$ cat config.mk
export PLATFORM = sky130hd
export DESIGN_NAME = fetch_decode_queue
export DESIGN_NICKNAME = d
export VERILOG_FILES = /design/src/rtl/fetch_decode_queue.sv
export SDC_FILE = /design/constraint.sdc
export NUM_CORES = 1
export LEC_CHECK = 0
export BUFFER_PORTS_ARGS = -buffer_cell sky130_fd_sc_hd__buf_2
export CORE_ASPECT_RATIO = 0.6
export CORE_MARGIN = 10
export CORE_UTILIZATION = 61
export DETAILED_ROUTE_END_ITERATION = 10
export PLACE_DENSITY = 0.84
export SETUP_SLACK_MARGIN = 0.1
export SKIP_CTS_REPAIR_TIMING = 1
export SYNTH_ARGS = -nofsm -noshare
export SYNTH_HDL_FRONTEND = slang
export SYNTH_SLANG_ARGS = --single-unit
$ cat constraint.sdc
create_clock -name clk -period 6.55 [get_ports clk]
set_input_delay 0.655 -clock clk [delete_from_list [all_inputs] [get_ports clk]]
set_output_delay 0.655 -clock clk [all_outputs]
set_load 0.1 [all_outputs]
$ cat src/rtl/fetch_decode_queue.sv
// Instruction queue between the frontend and decode: a circular buffer of
// {misaligned, pc, instr} entries with flush, backpressure and a sticky drop flag.
module fetch_decode_queue #(
  parameter int unsigned DEPTH     = 4,
  parameter logic [31:0] NOP_INSTR = 32'h0000_0033,
  localparam int unsigned AW       = $clog2(DEPTH)
) (
  input  logic          clk,
  input  logic          nrst,
  input  logic          fe_valid,
  input  logic [31:0]   fe_pc,
  input  logic [31:0]   fe_instr,
  input  logic          fe_misaligned,
  output logic          fe_ready,
  input  logic          flush,
  output logic          de_valid,
  output logic [31:0]   de_pc,
  output logic [31:0]   de_instr,
  output logic          de_misaligned,
  input  logic          de_ready,
  output logic [AW:0]   q_count,
  output logic          drop_err
);

  localparam logic [AW:0] FULL_CNT = (AW+1)'(DEPTH);

  logic [64:0]   mem [DEPTH];
  logic [AW-1:0] wr_ptr;
  logic [AW-1:0] rd_ptr;
  logic [AW:0]   count;
  logic [64:0]   head;
  logic          push;
  logic          pop;

  assign fe_ready = (count != FULL_CNT);
  assign de_valid = (count != '0);
  assign push     = fe_valid & fe_ready & ~flush;
  assign pop      = de_valid & de_ready & ~flush;
  assign q_count  = count;

  // Flush equalises the pointers rather than zeroing them; storage is untouched.
  always_ff @(posedge clk or negedge nrst) begin
    if (!nrst) begin
      wr_ptr <= '0;
      rd_ptr <= '0;
      count  <= '0;
    end else if (flush) begin
      rd_ptr <= wr_ptr;
      count  <= '0;
    end else begin
      if (push) wr_ptr <= wr_ptr + 1'b1;
      if (pop)  rd_ptr <= rd_ptr + 1'b1;
      case ({push, pop})
        2'b10:   count <= count + 1'b1;
        2'b01:   count <= count - 1'b1;
        default: count <= count;
      endcase
    end
  end

  always_ff @(posedge clk or negedge nrst) begin
    if (!nrst) begin
      drop_err <= 1'b0;
    end else if (fe_valid & ~fe_ready & ~flush) begin
      drop_err <= 1'b1;
    end
  end

  always_ff @(posedge clk) begin
    if (push) mem[wr_ptr] <= {fe_misaligned, fe_pc, fe_instr};
  end

  assign head = mem[rd_ptr];

  always_comb begin
    de_pc         = 32'h0;
    de_instr      = NOP_INSTR;
    de_misaligned = 1'b0;
    if (de_valid) begin
      de_misaligned = head[64];
      de_pc         = head[63:32];
      de_instr      = head[31:0];
    end
  end

endmodule

==> flow_metrics.py, run 1 <==
metrics = {
    "drt": {
        "drt_iter0_markers": 448,
        "wire_per_inst_um": 23.3,
        "ant_nets": 0,
        "vias": 5065,
        "dr.pass1.iters": 4,
        "route.detailed.drc": 0,
        "wirelength_mm": 20.1,
        "drt-vias-per-instance": 5.87,
    },
    "cts": {
        "clock-sinks": 268,
        "clkLatencyLatePin_ns": 0.49,
        "cts_made_buffers": 23,
        "tritoncts": "done",
        "cts-root-buf": "clkbuf_16",
        "htree_levels": 1,
        "cts_buffer_depth": 3,
        "path_clk_slew_ns": 0.07,
    },
    "synth": {
        "syn_nets": 554,
        "synth_area_leader_cell": "edfxtp_1",
        "ys_seq_area_share_pct": 76.9,
        "syn_area_sq_um": 10400,
        "yosysMostFrequentCell": "edfxtp_1",
        "yosysTopAreaCellShare_pct": 75.0,
        "synth_edf_count": 260,
        "yosysWarningCount": 0,
        "ys_types": 40,
        "yosys-top-cells-area": "edfxtp_1 (75%), mux4_2 (14%), and2_1 (3.7%)",
        "synth_common_cells": "edfxtp_1 (260), mux4_2 (65), and2_1 (61), clkbuf_1 (14)",
        "syn-instance-count": 479,
        "syn_avg_cell_area_sq_um": 21.7,
        "synth-seq-cells": 268,
        "synth-async-reset-ratio_pct": 2.99,
        "synth_flop_cell": "edfxtp_1",
    },
    "setup_path": {
        "arrival_ns": 3.16,
        "endpoint_kind": "output pin",
        "critPathRequiredTime_ns": 5.89,
        "path_max_fanout": 40,
        "critPathLaunchType": "flop",
        "critPathKind": "flop to output pin",
        "reg2reg_slack_ns": 4.05,
    },
    "pwr": {
        "p_leak_uw": 0.00413,
        "max-vdd-ir-drop_uv": 317,
        "powerDensity_nw_per_um2": 422,
    },
    "worst_hold_path": {
        "hp-class": "input pin to flop",
    },
    "floorplan": {
        "fp.coreArea_sq_um": 16500,
        "dieHeight_um": 121,
        "start_util_pct": 63.2,
        "rows": 36,
        "die_x_um": 189,
        "dieArea_sq_um": 22900,
        "num_io_pins": 141,
    },
    "final_layout": {
        "layout.nets": 696,
        "design_area_sq_um": 11900,
        "fin_util_pct": 72.4,
        "areaGrowthSynthToFinish_pct": 14.7,
        "drive_gt1_share_pct": 38.4,
    },
    "grt": {
        "grt_max_degree": 66,
        "track_usage_pct": 17.7,
        "antenna_found_initial": 5,
        "grt_pass1_wl_mm": 31.6,
        "grt_pass1_vias": 5389,
        "gr-total-overflow": 0,
    },
    "sta": {
        "fin_worst_skew_ns": 0.00948,
        "setup_viol": 0,
        "drv_slew": 0,
        "fmax_ghz": 0.262,
        "rsz0062_at_grt": "no",
        "worst_slew_pin_slew_ns": 1.03,
        "period_needed_ns": 3.82,
        "maxSlewHeadroom_pct": 31.1,
        "holdWs_ns": 0.373,
        "timing_hold_violations_final": 0,
        "finalSetupTns_ns": 0,
        "period_share_pct": 58.3,
    },
    "place": {
        "gp_congestion": 0.749,
        "dp_hpwl_mm": 12.4,
        "placed_cell_area_sq_um": 11300,
        "port_buffers": 140,
    },
    "outcome": {
        "status": "finished, final reports clean",
    },
    "run": {
        "max_cap_viol_count": 0,
    },
}
## path summary, 6_finish.rpt
path	from	end	cells after the start
worst max register to register	q_count[1]$_DFFE_PN0P_	q_count[2]$_DFFE_PN0P_	7
worst min-delay path	fe_pc[23]	mem[0][55]$_DFFE_PP_	1
min in group asynchronous	nrst	q_count[1]$_DFFE_PN0P_	2
max in group asynchronous	nrst	rd_ptr[0]$_DFFE_PN0P_	2
worst min register to register	drop_err$_DFFE_PN0P_	drop_err$_DFFE_PN0P_	1
worst max-delay path	q_count[1]$_DFFE_PN0P_	de_instr[22]	5
## cells in the final DEF, fill, tap and decap left out, types with 4 or more instances in the layout
master / Yosys / layout
and3_4: 0 / 4
ha_1: 4 / 4
nand2_1: 5 / 5
and2_1: 61 / 61
dfrtp_1: 8 / 6
clkbuf_16: 0 / 23
nand3_1: 4 / 4
clkbuf_1: 14 / 6
edfxtp_1: 260 / 260
mux4_2: 65 / 65
buf_2: 8 / 140
clkinv_1: 0 / 6
or2_1: 4 / 4
## area by class of cell
type                    instances  area, sq um
clock buffers                  29          598
inverters                       4         15.0
diodes                          3         7.51
flip-flops and latches        268         8010
fillers                       998         4540
clock inverters                 7         28.8
repair buffers                144          733
multi-input cells             180         2260
well taps                     228          285
## sequential cells by signal, summed over array words and instances (netlist names)
| name | cells |
|---|---|
| wr_ptr | 2 |
| drop_err | 1 |
| q_count | 3 |
| mem | 260 |
| rd_ptr | 2 |
## through the flow
stage / instances / total power, uW / worst slack [ns]
final: 863 / 5040 / 2.73
after global routing: 860 / 5240 / 2.48
after CTS: 859 / 5090 / 2.62
after detailed placement: 823 / 3920 / 3.15
after global placement: 823 / 3880 / 3.18
after floorplan: 479 / 3610 / 2.46
## critical path, cell delays in order, from the launching register on
cell      delay, ns
dfrtp_1        0.52
nor3_2         0.46
clkinv_1       0.65
buf_4          0.49
and2_1         0.22
buf_2          0.30
## metal layers
metal | track usage (%) | part of all wire (%) | vias up
met1 | 24.3 | 43 | 2606
met4 | 2.86 | 0.93 | 4
met3 | 5.25 | 8.0 | 22
li1 | - | - | 2224
met2 | 28.1 | 48 | 209
met5 | 0 | 0.12 | -
## logic make-up (layout without fill, tap and decap cells)
logic type | after synthesis | in the layout | synth area share, %
buffers and inverters | 31 | 184 | 1.54
and+or+nand+nor | 88 | 88 | 5.17
xor gates and xnor gates | 4 | 4 | 0.337
AOI/OAI and AO/OA | 16 | 16 | 1.09
DFF | 268 | 268 | 76.9
adders and majority gates | 5 | 5 | 0.673
other | 0 | 3 | 0
muxes | 67 | 67 | 14.3
## where the power goes
group	internal, uW	switching, uW	leakage (uW)	total (uW)
clock	639	539	0.000306	1180
sequential	2080	152	0.00246	2230
combinational	495	1140	0.00137	1630
total	3210	1830	0.00413	5040
Note: power is estimated with default switching activity, not from simulation.
==> inputs of run 2 (changes only) <==
CORE_UTILIZATION = 57   (was 61)
PLACE_DENSITY = 0.79   (was 0.84)
clock period = 4 ns   (was 6.55 ns; I/O delays follow)
==> run 2 against run 1 <==
  * Critical path depth decreased by 1
  * Final cell count increased by 2.1%
  * Largest power group unchanged
  * Critical endpoint is now de_instr[5]
  * Clock skew about the same
==> flow_metrics.py, run 2 (same netlist as run 1, synthesis figures left out) <==
metrics = {
    "pwr": {
        "p_leak_uw": 0.00419,
        "max-vdd-ir-drop_uv": 476,
        "seqPwrFrac_pct": 43.3,
        "p_int_uw": 5420,
        "netSwitchingPower_uw": 3040,
        "powerDensity_nw_per_um2": 701,
        "p_total_uw": 8460,
        "clock_power_share_pct": 25.3,
        "pwr-share-comb_pct": 31.4,
        "switching_share_pct": 35.9,
    },
    "setup_path": {
        "path_max_fanout": 45,
        "crit_path_top_delay_cell": "dfrtp_4",
        "cp_top_family": "flip-flops",
        "critPathKind": "flop to output pin",
        "critPathRequiredTime_ns": 3.60,
        "endpoint_kind": "output pin",
        "crit_buf_inv": 2,
        "arrival_ns": 2.77,
        "crit_chain": "buf_12 > mux4_2 > or2_1 > buf_2",
        "slowest_delay_ns": 0.73,
        "critPathLaunchType": "flop",
    },
    "final_layout": {
        "largest_reg_flops": 260,
        "regMostFlops": "mem",
        "design_area_sq_um": 12100,
        "drive_gt1_share_pct": 39.6,
        "layout.nets": 695,
        "areaGrowthSynthToFinish_pct": 15.9,
        "layout_common_cells": "edfxtp_1 (260), buf_2 (140), mux4_2 (65)",
        "final_common_cell": "edfxtp_1",
        "fin_cells": 881,
    },
    "drt": {
        "drt_iter0_markers": 315,
        "wire_per_inst_um": 22.6,
        "route.detailed.drc": 0,
        "drt-vias-per-instance": 5.67,
        "ant_nets": 0,
        "dr.pass1.iters": 6,
        "vias": 4994,
        "wirelength_mm": 19.9,
    },
    "floorplan": {
        "fp.coreArea_sq_um": 18000,
        "rows": 38,
        "die_x_um": 194,
        "dieHeight_um": 125,
        "start_util_pct": 57.8,
        "dieArea_sq_um": 24200,
        "num_io_pins": 141,
    },
    "cts": {
        "tritoncts": "done",
        "cts_buffer_depth": 3,
        "htree_levels": 1,
        "cts_made_buffers": 24,
        "path_clk_slew_ns": 0.06,
        "cts-root-buf": "clkbuf_16",
        "clkLatencyLatePin_ns": 0.51,
        "clock-sinks": 268,
    },
    "sta": {
        "timing_hold_violations_final": 0,
        "fin_worst_skew_ns": 0.00915,
        "holdWs_ns": 0.105,
        "finalSetupTns_ns": 0,
        "setup_viol": 0,
        "drv_slew": 0,
        "maxSlewHeadroom_pct": 32.5,
        "worst_slew_pin_slew_ns": 1.01,
        "period_share_pct": 79.2,
        "period_needed_ns": 3.17,
        "rsz0062_at_grt": "no",
        "fmax_ghz": 0.316,
    },
    "grt": {
        "antenna_found_initial": 4,
        "grt_pass1_vias": 5376,
        "grt_busiest_layer": "met2",
        "use_met1_pct": 21.9,
        "grt_max_degree": 67,
        "grtUsageMet2_pct": 25.4,
        "grt_pass1_wl_mm": 31.1,
        "gr-total-overflow": 0,
        "track_usage_pct": 16.1,
        "use_met3_pct": 4.35,
    },
    "place": {
        "gp_congestion": 0.719,
        "port_buffers": 140,
        "placed_cell_area_sq_um": 11300,
        "placed_cells": 833,
        "dp_hpwl_mm": 11.9,
    },
    "outcome": {
        "status": "finished, final reports clean",
    },
    "worst_hold_path": {
        "hp-class": "input pin to flop",
    },
    "run": {
        "max_cap_viol_count": 0,
    },
}
-- run 2: worst paths after layout --
check                                             from                      to  slack, ns  depth (start not counted)
min in group asynchronous                         nrst   rd_ptr[0]$_DFFE_PN0P_       0.31                          2
worst min register to register    drop_err$_DFFE_PN0P_    drop_err$_DFFE_PN0P_       0.48                          1
worst min-delay path                      fe_instr[25]    mem[0][25]$_DFFE_PP_       0.10                          1
max in group asynchronous                         nrst   rd_ptr[1]$_DFFE_PN0P_       3.48                          2
worst max register to register  q_count[2]$_DFFE_PN0P_  q_count[2]$_DFFE_PN0P_       1.51                          7
worst max-delay path             rd_ptr[0]$_DFFE_PN0P_             de_instr[5]       0.83                          4
-- run 2: layer usage --
metal,vias up,part of all wire [%]
met1,2563,44
met2,154,48
met5,-,0.065
li1,2237,-
met4,2,1.9
met3,38,6.2
-- run 2: layout make-up --
type,instances,area [sq um]
sequential,268,8020
fill,1146,5950
tap,240,300
antenna,4,10.0
inverter,4,15.0
clock inverter,16,100
multi-input combinational,180,2260
timing repair buffer,142,731
clock buffer,27,633
-- run 2: power by group through the flow --
stage	Sequential (uW)	Combinational, uW	Clock (uW)
global route	3710	2790	2300
detailed placement	3740	2690	0
finish	3660	2660	2140
CTS	3670	2700	2190
global placement	3710	2660	0
floorplan	3550	2350	0
-- run 2: per-stage QoR --
stage,setup WS (ns),util [%]
finish,0.832,67.0
global route,0.651,66.9
CTS,0.756,66.9
detailed placement,1.31,62.8
global placement,1.34,62.8
floorplan,0.170,-
